<file path="config.mk">
export PLATFORM = sky130hd
export DESIGN_NAME = buffer_reader
export DESIGN_NICKNAME = d
export VERILOG_FILES = /design/src/rtl/buffer_reader.sv
export SDC_FILE = /design/constraint.sdc
export NUM_CORES = 1
export LEC_CHECK = 0
export CAP_MARGIN = 15
export CORE_MARGIN = 8
export CORE_UTILIZATION = 50
export CTS_BUF_LIST = sky130_fd_sc_hd__clkbuf_4 sky130_fd_sc_hd__clkbuf_8
export CTS_CLUSTER_DIAMETER = 120
export DETAILED_ROUTE_END_ITERATION = 6
export PLACE_DENSITY = 0.81
export SLEW_MARGIN = 20
export SYNTH_ARGS = -nofsm -noshare
export SYNTH_HDL_FRONTEND = slang
export SYNTH_SLANG_ARGS = --single-unit
</file>
<file path="constraint.sdc">
create_clock -name clk -period 2.66 [get_ports clk]
set_input_delay 0.266 -clock clk [delete_from_list [all_inputs] [get_ports clk]]
set_output_delay 0.266 -clock clk [all_outputs]
set_load 0.01 [all_outputs]
</file>
<file path="src/rtl/buffer_reader.sv">
// buffer_reader: pops a circular buffer, absorbs the 1-cycle storage read latency and
// presents words through a 2-entry skid stage. Define BUFFER_READER_STALLCNT_EN for stall_cnt.
module buffer_reader #(
    parameter int ADDR_BW = 1,
    parameter int DATA_BW = 8
) (
    input  logic               clk,
    input  logic               rst,
    input  logic               empty,
    input  logic [ADDR_BW-1:0] rd_ptr,
    output logic               rd_dout,
    output logic [ADDR_BW-1:0] mem_rdaddr,
    output logic               mem_rden,
    input  logic [DATA_BW-1:0] mem_rddata,
    input  logic               flush,
`ifdef BUFFER_READER_STALLCNT_EN
    output logic [15:0]        stall_cnt,
`endif
    output logic               out_valid,
    output logic [DATA_BW-1:0] out_data,
    input  logic               out_ready
);
    localparam logic [1:0] IDLE = 2'd0;
    localparam logic [1:0] ONE  = 2'd1;
    localparam logic [1:0] TWO  = 2'd2;

    logic [1:0]         r_state;
    logic               r_inflight;
    logic [DATA_BW-1:0] r_head;
    logic [DATA_BW-1:0] r_tail;

    logic       w_accept;
    logic       w_capture;
    logic       w_pop;
    logic [2:0] w_occ;

    assign w_accept  = out_valid & out_ready;
    assign w_capture = r_inflight;
    assign w_occ     = {1'b0, r_state} + {2'b00, r_inflight};

    // A word leaving this cycle frees a slot, so a full stage keeps popping while draining.
    assign w_pop      = ~rst & ~empty & ~flush & (w_occ < (3'd2 + {2'b00, w_accept}));
    assign rd_dout    = w_pop;
    assign mem_rden   = w_pop;
    assign mem_rdaddr = rst ? '0 : rd_ptr;
    assign out_valid  = (r_state == ONE) || (r_state == TWO);
    assign out_data   = r_head;

    always_ff @(posedge clk or posedge rst) begin
        if (rst) begin
            r_state    <= IDLE;
            r_inflight <= 1'b0;
        end else if (flush) begin
            r_state    <= IDLE;
            r_inflight <= 1'b0;
        end else begin
            r_inflight <= w_pop;
            case (r_state)
                IDLE: if (w_capture) r_state <= ONE;
                ONE: begin
                    if (w_capture && !w_accept)      r_state <= TWO;
                    else if (!w_capture && w_accept) r_state <= IDLE;
                end
                TWO: if (w_accept) r_state <= ONE;
                default: r_state <= IDLE;
            endcase
        end
    end

    // NOTE: the skid entries are reset as well, because out_data must read 0 out of reset.
    always_ff @(posedge clk or posedge rst) begin
        if (rst) begin
            r_head <= '0;
            r_tail <= '0;
        end else if (!flush) begin
            case (r_state)
                IDLE: if (w_capture) r_head <= mem_rddata;
                ONE: begin
                    if (w_capture && w_accept) r_head <= mem_rddata;
                    else if (w_capture)        r_tail <= mem_rddata;
                end
                TWO: if (w_accept) r_head <= r_tail;
                default: ;
            endcase
        end
    end

`ifdef BUFFER_READER_STALLCNT_EN
    logic [15:0] r_stall_cnt;

    always_ff @(posedge clk or posedge rst) begin
        if (rst) begin
            r_stall_cnt <= '0;
        end else if (flush) begin
            r_stall_cnt <= '0;
        end else if (out_valid && !out_ready && (r_stall_cnt != 16'hFFFF)) begin
            r_stall_cnt <= r_stall_cnt + 16'd1;
        end
    end

    assign stall_cnt = r_stall_cnt;
`endif

    a_no_capture_in_two: assert property (@(posedge clk) disable iff (rst)
        !((r_state == TWO) && r_inflight));

endmodule

</file>
==> flow_summary.rst <==
.. list-table::
   :header-rows: 1

   * - Metric
     - Value
   * - Number of DRC markers after the initial detailed-route iteration
     - 6
   * - Port Buffer Count
     - 25
   * - Layout cell share with drive strength beyond 1
     - a little under a third
   * - Vias in the first global route
     - 713
   * - Number of nets at the end of the flow
     - around 130
   * - CP Capture Type
     - primary output
   * - Total number of H-tree levels
     - 1
   * - Critical Path Start
     - r_state[0]
   * - First-pass iteration count of the detailed router
     - 2
   * - Endpoints failing hold
     - 0
   * - Startpoint type of the worst setup path
     - flip-flop
   * - Worst Setup Slack, final
     - 0.160 ns
   * - CTS sink count
     - 19
   * - Max Buffers Root-to-Sink
     - 2
   * - Start of the worst register-to-register path
     - r_state[0]
   * - Number of storage elements in the synthesis netlist
     - 19
   * - Total negative slack
     - 0 ns
   * - Via count
     - roughly 720
   * - Tightest Pin Transition
     - about 0.67 ns
   * - X dimension of the die
     - about 61 µm
   * - FF-to-FF path depth
     - 5
   * - Net Count, Synth
     - just under 100
   * - Io pins
     - 26
   * - Min-delay worst type
     - in2async
   * - Sequential cell area fraction in the yosys report
     - between 40 and 50%
   * - Clock period minus final worst setup slack
     - between 2 and 2.5 ns
   * - Max-Cap Viols
     - 0
   * - Number of cells produced by synthesis
     - between 70 and 80
   * - CTS Root Cell
     - clkbuf_4
   * - Endpoint required time on the critical path
     - roughly 2.4 ns
   * - Die area
     - 0.00376 mm²
   * - Wire per inst
     - ~16 µm
   * - Antenna violations before repair
     - 0
   * - Outcome
     - completed
   * - Number of warning messages in the yosys log
     - 0
   * - Max Clk Rate
     - 400 MHz
   * - Synthesized area per cell
     - 13.3 µm²
   * - Finish-stage setup viols
     - 0
   * - Share of flip-flops with an asynchronous set or reset
     - between 90% and 100%
   * - Core Rows
     - 16
   * - Global-route wire length before repair
     - roughly 3500 µm
   * - Post-synth top area share
     - 46.3%
   * - Most common cell in the netlist
     - mux2_2
   * - Max IR drop VDD
     - between 500 and 600 µV
   * - Vias per cell
     - 5.39
   * - Met2 track demand over resource
     - 20.3%
   * - Global Route met3 Usage
     - between 3 and 4%
   * - Worst Setup Slack post-DPL
     - between 0.4 and 0.5 ns
   * - Power per Cell Area
     - between 700 and 800 mW/mm²
   * - Cell type with the highest aggregate area in the netlist
     - dfrtp_1
   * - Data arrival time of the worst path
     - between 2 and 2.5 ns
   * - Detailed-placement wirelength estimate
     - between 1500 and 2000 µm
   * - Leading post-synthesis cells by instance count
     - mux2_2 (24), dfrtp_1 (19), ha_1 (8)
   * - Area growth, synth to finish
     - 30.9%
   * - Height of the die
     - just over 60 µm
   * - Most common flop cell mapped by yosys
     - dfrtp_1
   * - Initial core utilization
     - about 53%
   * - GRT Residual Overflow
     - 0
   * - Final Slew Violations
     - 0
   * - Top area cells in the synthesized netlist
     - dfrtp_1 (46%), mux2_2 (26%), ha_1 (9.7%)
   * - Setup bufs post-CTS
     - 0
   * - Leakage dissipation
     - a little under 0.6 nW
   * - Worst-path maximum fanout
     - 4
   * - Antenna Cells
     - 0
   * - Part of the cycle the worst path needs
     - between 90% and 100%
   * - Global-route met1 utilization
     - 15.3%
   * - Post-detailed-routing wire length
     - roughly 2100 µm
   * - RSZ-0062 raised after global routing
     - false
   * - Clock Latency Late Sink
     - 0.30 ns
   * - Core Area
     - about 0.0019 mm²
   * - Total routing resource utilization after global routing
     - between 10 and 15%
   * - Pin count of the biggest net entering global routing
     - 21
   * - Worst setup path class
     - reg2out
   * - Inserted Clock Buffers
     - 3
   * - Clock transition at the registers of the reported paths
     - 0.10 ns
   * - Synth unique cells
     - 23
   * - Post-DRT Antenna Nets
     - 0
   * - Busiest grt layer
     - met2
   * - Post-synthesis instance area
     - about 0.0010 mm²
   * - Clock tree from TritonCTS
     - yes
   * - Max-Slew Margin vs Limit
     - roughly 55%
   * - RePlAce Congestion
     - between 0.9 and 1
   * - DRC
     - 0
   * - Post-synth EDFFs
     - 0
   * - Clock Skews
     - 0.00612 ns
## critical path, stage by stage (launching register included)
cell and delay, ns:
dfrtp_1 0.42, inv_1 0.10, ha_1 0.35, nand2_1 0.11, o21ai_1 0.17, and4_1 0.23, clkdlybuf4s50_1 0.55
## routing by layer
layer | up-vias | routed length (µm)
met2 | 15 | 1080
met1 | 359 | 919
met5 | - | 0
met4 | 0 | 34
li1 | 339 | -
met3 | 4 | 85
## cells by family (layout without fill, tap and decap cells)
logic type	count (synthesis)	after routing	share of synthesized area (%)
AO/OA/AOI/OAI	7	7	7.19
adder cells (fa/ha/maj)	8	8	9.74
buffers and inverters	6	35	2.56
flip-flops	19	19	46.3
multiplexers	24	24	26.3
AND/OR/NAND/NOR	13	13	7.92
## cell usage in the layout (no fill, tap or decap), types with 2 or more instances in the layout
cell             count
buf_4                2
inv_1                4
mux2_2              24
nand3_1              2
nor2b_1              2
clkbuf_4             4
and4_1               2
dfrtp_1             19
clkdlybuf4s50_1     25
ha_1                 8
## state kept, by name (all words and copies together), names as in the netlist
register and count:
out_data 8, r_tail 8, r_inflight 1, r_state 2
## repair_timing
action,4_1_cts,5_1_grt
gates resized for setup,0,1
hold buffers,0,0
endpoints found under the setup margin,0,2
## where the power goes
group	switching (W)	internal (W)
Clock	0.0000864	0.0000687
Sequential	0.0000569	0.000396
Combinational	0.000148	0.000243
## worst paths after layout
path	end	slack [ns]
max reg2reg	out_data[1]	0.41
max	rd_dout	0.16
max in group asynchronous	r_tail[4]	2.14
min in group clk	r_tail[7]	0.51
min reg2reg	r_tail[7]	0.51
min	out_data[5]	0.32
## through the flow
step	power (W)	util, %	instance area [µm²]	hold WS, ns	instances
after floorplan	0.000646	-	1030	0.228	77
after global placement	0.000833	67.7	1320	0.481	129
after detailed placement	0.000857	67.7	1320	0.492	129
after CTS	0.00101	69.3	1350	0.319	133
after global routing	0.00105	69.3	1350	0.361	133
final	0.000999	69.3	1350	0.318	133
## cell type report
| cell class | instances | area [µm²] |
|---|---|---|
| fill | 166 | 597 |
| multi-input combinational | 52 | 526 |
| sequential | 19 | 475 |
| timing repair buffer | 27 | 265 |
| tap | 27 | 33.8 |
| clock buffer | 4 | 30.0 |
| inverter | 4 | 15.0 |
No activity file was read; power rests on OpenSTA's default activity.
